<file path="src/rtl/riscv_dmem_rsp.sv">
// Data-memory response stage: queues LSU access metadata, then aligns and
// extends BIU read data on each ack into a registered write-back response.
module riscv_dmem_rsp #(
  parameter int XLEN  = 32,
  parameter int DEPTH = 2
) (
  input  logic                         clk_i,
  input  logic                         rst_i,
  input  logic                         req_i,
  input  logic                         req_we_i,
  input  logic [2:0]                   req_size_i,
  input  logic [2:0]                   req_adr_i,
  input  logic                         req_unsigned_i,
  input  logic                         flush_i,
  input  logic                         st_be_i,
  input  logic                         dmem_ack_i,
  input  logic [XLEN-1:0]              dmem_q_i,
  input  logic                         dmem_misaligned_i,
  input  logic                         dmem_page_fault_i,
  output logic                         full_o,
  output logic [$clog2(DEPTH+1)-1:0]   pending_o,
  output logic                         rsp_valid_o,
  output logic                         rsp_load_o,
  output logic [XLEN-1:0]              rsp_q_o,
  output logic                         rsp_misaligned_o,
  output logic                         rsp_page_fault_o,
  output logic                         err_o
);

  localparam int PW = $clog2(DEPTH);
  localparam int CW = $clog2(DEPTH+1);

  // biu_size_t encoding
  localparam logic [2:0] SZ_BYTE  = 3'd1;
  localparam logic [2:0] SZ_HWORD = 3'd2;
  localparam logic [2:0] SZ_WORD  = 3'd3;
  localparam logic [2:0] SZ_DWORD = 3'd4;

  function automatic logic [15:0] bswap16(input logic [15:0] d);
    return {d[7:0], d[15:8]};
  endfunction

  function automatic logic [31:0] bswap32(input logic [31:0] d);
    return {d[7:0], d[15:8], d[23:16], d[31:24]};
  endfunction

  function automatic logic [XLEN-1:0] bswap_xlen(input logic [XLEN-1:0] d);
    logic [XLEN-1:0] r;
    r = d;
    for (int i = 0; i < XLEN/8; i++) r[8*i +: 8] = d[XLEN-8-8*i +: 8];
    return r;
  endfunction

  logic [PW-1:0] wr_ptr, rd_ptr;
  logic [CW-1:0] count;

  logic       q_we     [DEPTH];
  logic [2:0] q_size   [DEPTH];
  logic [2:0] q_adr    [DEPTH];
  logic       q_uns    [DEPTH];
  logic       q_killed [DEPTH];

  logic empty, pop, push;
  logic rd_we, rd_uns, rd_killed;
  logic [2:0] rd_size, rd_adr;

  assign full_o    = (count == CW'(DEPTH));
  assign empty     = (count == {CW{1'b0}});
  assign pending_o = count;
  // An ack can only retire a record pushed in an earlier cycle.
  assign pop       = dmem_ack_i & ~empty;
  assign push      = req_i & (~full_o | pop);

  assign rd_we     = q_we[rd_ptr];
  assign rd_size   = q_size[rd_ptr];
  assign rd_adr    = q_adr[rd_ptr];
  assign rd_uns    = q_uns[rd_ptr];
  assign rd_killed = q_killed[rd_ptr];

  always_ff @(posedge clk_i) begin
    if (rst_i) begin
      wr_ptr <= {PW{1'b0}};
      rd_ptr <= {PW{1'b0}};
      count  <= {CW{1'b0}};
      err_o  <= 1'b0;
    end else begin
      if (push) wr_ptr <= wr_ptr + PW'(1);
      if (pop)  rd_ptr <= rd_ptr + PW'(1);
      case ({push, pop})
        2'b10:   count <= count + CW'(1);
        2'b01:   count <= count - CW'(1);
        default: count <= count;
      endcase
      err_o <= err_o | (req_i & full_o & ~pop) | (dmem_ack_i & empty);
    end
  end

  // Flush marks resident records; the BIU still acks them, so they stay queued.
  always_ff @(posedge clk_i) begin
    if (flush_i) begin
      for (int i = 0; i < DEPTH; i++) q_killed[i] <= 1'b1;
    end
    if (push) begin
      q_we[wr_ptr]     <= req_we_i;
      q_size[wr_ptr]   <= req_size_i;
      q_adr[wr_ptr]    <= req_adr_i;
      q_uns[wr_ptr]    <= req_unsigned_i;
      q_killed[wr_ptr] <= 1'b0;
    end
  end

  logic [2:0]      off;
  logic [XLEN-1:0] raw, fxl, ext;
  logic [15:0]     f16;
  logic [31:0]     f32;

  always_comb begin
    if (XLEN == 64) off = rd_adr;
    else            off = {1'b0, rd_adr[1:0]};
    raw = dmem_q_i >> {off, 3'b000};
    f16 = st_be_i ? bswap16(raw[15:0]) : raw[15:0];
    f32 = st_be_i ? bswap32(raw[31:0]) : raw[31:0];
    fxl = st_be_i ? bswap_xlen(raw) : raw;
    ext = {XLEN{1'b0}};
    case (rd_size)
      SZ_BYTE:  ext = rd_uns ? XLEN'(raw[7:0]) : XLEN'($signed(raw[7:0]));
      SZ_HWORD: ext = rd_uns ? XLEN'(f16) : XLEN'($signed(f16));
      SZ_WORD:  ext = rd_uns ? XLEN'(f32) : XLEN'($signed(f32));
      SZ_DWORD: begin
        if (XLEN == 64) ext = fxl;
        else            ext = {XLEN{1'b0}};
      end
      default:  ext = {XLEN{1'b0}};
    endcase
  end

  always_ff @(posedge clk_i) begin
    if (rst_i) begin
      rsp_valid_o      <= 1'b0;
      rsp_load_o       <= 1'b0;
      rsp_q_o          <= {XLEN{1'b0}};
      rsp_misaligned_o <= 1'b0;
      rsp_page_fault_o <= 1'b0;
    end else if (pop & ~rd_killed) begin
      rsp_valid_o      <= 1'b1;
      rsp_load_o       <= ~rd_we;
      rsp_q_o          <= (rd_we | dmem_misaligned_i | dmem_page_fault_i) ? {XLEN{1'b0}} : ext;
      rsp_misaligned_o <= dmem_misaligned_i;
      rsp_page_fault_o <= dmem_page_fault_i;
    end else begin
      rsp_valid_o      <= 1'b0;
      rsp_load_o       <= 1'b0;
      rsp_q_o          <= {XLEN{1'b0}};
      rsp_misaligned_o <= 1'b0;
      rsp_page_fault_o <= 1'b0;
    end
  end

endmodule

</file>
<file path="config.mk">
export PLATFORM = sky130hd
export DESIGN_NAME = riscv_dmem_rsp
export DESIGN_NICKNAME = d
export VERILOG_FILES = /design/src/rtl/riscv_dmem_rsp.sv
export SDC_FILE = /design/constraint.sdc
export NUM_CORES = 1
export LEC_CHECK = 0
export BUFFER_PORTS_ARGS = -buffer_cell sky130_fd_sc_hd__buf_2
export CAP_MARGIN = 20
export CELL_PAD_IN_SITES_DETAIL_PLACEMENT = 0
export CELL_PAD_IN_SITES_GLOBAL_PLACEMENT = 1
export CORE_ASPECT_RATIO = 0.7
export CORE_MARGIN = 2
export CORE_UTILIZATION = 35
export CTS_CLUSTER_SIZE = 8
export DETAILED_ROUTE_END_ITERATION = 10
export GPL_ROUTABILITY_DRIVEN = 0
export PLACE_DENSITY_LB_ADDON = 0.08
export SLEW_MARGIN = 20
export SYNTH_ARGS = -nofsm -noshare
export SYNTH_HDL_FRONTEND = slang
export SYNTH_SLANG_ARGS = --single-unit
</file>
<file path="constraint.sdc">
create_clock -name clk_i -period 1.9 [get_ports clk_i]
set_input_delay 0.38 -clock clk_i [delete_from_list [all_inputs] [get_ports clk_i]]
set_output_delay 0.38 -clock clk_i [all_outputs]
set_load 0.02 [all_outputs]
</file>
==> reports/qor.txt <==
FF-to-FF setup slack: -70 ps
Total track usage: 20.19%
Clk slew on worst S/H paths: 50 ps
Vias: 3133
FF+latch count, synth: 58
CP Max Fanout: 5
Synth warn: 0
# diodes: 0
Non-Filler Instances: 591
Syn_area_per_cell: 9.502 um^2
Maximum vdd drop: 0.5017 mV
Number of flops mapped to enable cells by yosys: 14
Power per standard cell area: 831.7 mW/mm^2
End-of-flow core utilization: 55.85%
R2R depth: 6
Fin nets: 515
CP Cell Sequence: buf_6 -> mux2_4 -> mux4_2 -> o2bb2ai_4 -> a221oi_4 -> nor2_1
Fill cells: 806
Worst hold path class: in -> reg
Worst EP required: 2120 ps
Drt pass-1 iters: 5
Slew HR: 51.87%
Via density: 5.301
Final setup margin: -70.47 ps
Clock skew: 5.722 ps
Synth top cells by count: a21oi_1, dfxtp_1, nor2_1
Routed len/inst: 17.19 um
Slew @ Worst Pin: 719.2 ps
Post-synth top area cell: dfxtp_1
# DRC: 0
Final instance area: 0.004793 mm^2
Cts bufs inserted: 9
Met2 wire len: 3782 um
Worst reg2reg endpoint: rsp_q_o[9]$_SDFF_PP0_
TritonCTS sink count: 58
Endpoints failing hold: 0
Hold Path Stages: 1
Hpwl dp: 7131 um
Multi-input gate area: 0.002022 mm^2
Synthesized area: 0.003136 mm^2
Critical hold path startpoint: req_size_i[1]
Count leader, synth: a21oi_1
Clock latency on the worst-skew pair: 330 ps
Core area: 0.008583 mm^2
CTS tree: built
Synth Instances: 330
CP Capture Type: flip-flop
CP peak stage delay: 500 ps
Initial Util: 36.53%
Share of layout cells above drive strength 1: 49.26%
Initial detailed-routing violation count: 182
Post-route ant nets: 0
IO Count: 88
RSZ-0062 raised after global routing: true
Initial antenna violation count: 0
Largest net degree at the start of global routing: 26
Met1 WL: 5568 um
Final Power: 3987 uW
Dpl cells: 559
Worst setup SP type: flip-flop
Max cap viols: 0
Clock root cell: clkbuf_16
Area Overhead vs Synth: 52.87%
Fmax: 507.5 MHz
DIE HEIGHT: 83.19 um
WHS Endpoint: q_size[0][1]$_DFFE_PP_
Port Buf Inserts: 86
Clock tree buffer depth: 2
Setup CP Type: reg -> reg
Leak Pwr: 0.001943 uW
Global route total overflow: 0
Syn Nets: 378
Sequential-to-total area share from yosys stat: 41.50%
Setup WS pre-CTS: -77.35 ps
Fin crit period: 1970 ps
First-pass GRT wire length: 15230 um
R2r startpoint: q_adr[1][0]$_DFFE_PP_
Vias in the first global route: 2831
Final Cycle Share: 103.7%
H-tree depth: 3
Storage cell area: 0.001305 mm^2
Hold-fix buffer count after cts: 0
WP data arrival: 2190 ps
Failing checks: negative setup slack
FP Rows: 28
Cell Area, Placed: 0.004016 mm^2
Asr flop ratio synth: 0%
Slowest cell on the critical path: mux4_2
Routed WL: 10160 um
Max Slew Vio Count: 0
Die ar.: 0.009744 mm^2
Top post-synthesis cells by area: dfxtp_1, edfxtp_1, mux2i_1
DR WL met3: 692 um
Top Layer Used: met4
Die W: 117.1 um
Area share of the largest cell type after synthesis: 28.09%
Status: finished with violations
Setup Viol. Count Final: 26
Synth cell types: 47
Top FF cell, synth: dfxtp_1
==> sequential cells by signal, indices dropped and copies added, names as in the netlist, 2 cells and up, named ones only <==
signal,count
q_adr,4
rsp_q_o,32
q_we,2
q_uns,2
pending_o,2
q_killed,2
q_size,6
==> worst max-delay path, delay by kind of cell, from the launching register on <==
| kind | cells | cell delay, ps |
|---|---|---|
| AND/OR/NAND/NOR | 1 | 60 |
| buffers and inverters | 1 | 150 |
| flip-flops | 1 | 430 |
| multiplexers | 2 | 790 |
| AO/OA/AOI/OAI | 2 | 430 |
==> layout by cell type (no fill, tap or decap), types with 3 or more instances in the layout <==
master,instances
buf_2,86
buf_4,53
dfxtp_1,43
a21oi_1,38
nor2_1,34
o21ai_0,19
mux2i_1,16
edfxtp_1,14
mux2i_2,12
clkbuf_16,11
nand3_1,10
o2bb2ai_1,9
a21oi_2,8
a22oi_1,8
o211ai_1,8
o2bb2ai_2,7
buf_6,7
mux2i_4,6
a211oi_2,6
o22ai_1,5
a211oi_1,5
nor3_1,4
nor2b_1,4
inv_1,3
or2_2,3
mux2_4,3
mux4_2,3
and2_1,3
buf_12,3
==> cell families (layout without fill, tap and decap cells) <==
group | Yosys count | in the layout | share of synthesized area (%)
AOI/OAI and AO/OA | 125 | 125 | 26.10
and+or+nand+nor | 78 | 78 | 12.85
DFF | 58 | 58 | 41.50
muxes | 39 | 40 | 14.45
buffers and inverters | 28 | 168 | 4.549
xor gates and xnor gates | 2 | 2 | 0.5588
==> report_power, final <==
group          internal [uW]  leakage [uW]  switching [uW]
clock                   1120      0.000156             556
sequential              1310      0.000488            31.8
combinational            465       0.00130             509
total                   2890       0.00194            1100
==> what timing repair did <==
action | CTS | global route
endpoints found under the setup margin | 25 | 32
buffers inserted | 5 | 10
gates cloned | 0 | 2
resized for setup | 10 | 58
pin swaps | 1 | 14
hold endpoints to repair | 0 | 0
==> per-stage QoR <==
stage,hold slack (ps),setup TNS (ps)
finish,237.4,-1049
global route,226.8,-2682
CTS,233.1,-40.63
detailed placement,459.1,-340.7
global placement,446.7,-107.7
floorplan,429.4,-404.2
==> layer usage <==
metal | track usage [%] | vias up
met1 | 34.98 | 1455
met4 | 4.278 | 0
met2 | 23.38 | 131
met5 | 0 | -
li1 | - | 1537
met3 | 5.474 | 10
==> area by class of cell <==
| type | count | share of cell area, % |
|---|---|---|
| well taps | 120 | 3.132 |
| repair buffers | 150 | 20.70 |
| clock inverters | 4 | 1.018 |
| flip-flops and latches | 58 | 27.23 |
| inverters | 3 | 0.2349 |
| clock buffers | 11 | 5.508 |
| multi-input cells | 245 | 42.18 |
==> worst max path at each step <==
| stage | start | endpoint |
|---|---|---|
| finish | q_adr[1][0]$_DFFE_PP_ | rsp_q_o[9]$_SDFF_PP0_ |
| global route | q_adr[1][0]$_DFFE_PP_ | rsp_q_o[9]$_SDFF_PP0_ |
| CTS | q_adr[0][0]$_DFFE_PP_ | rsp_q_o[9]$_SDFF_PP0_ |
| detailed placement | q_adr[1][0]$_DFFE_PP_ | rsp_q_o[1]$_SDFF_PP0_ |
| global placement | q_adr[0][0]$_DFFE_PP_ | rsp_q_o[12]$_SDFF_PP0_ |
| floorplan | flip-flop | rsp_q_o[22]$_SDFF_PP0_ |
(Power assumes the default switching activity.)
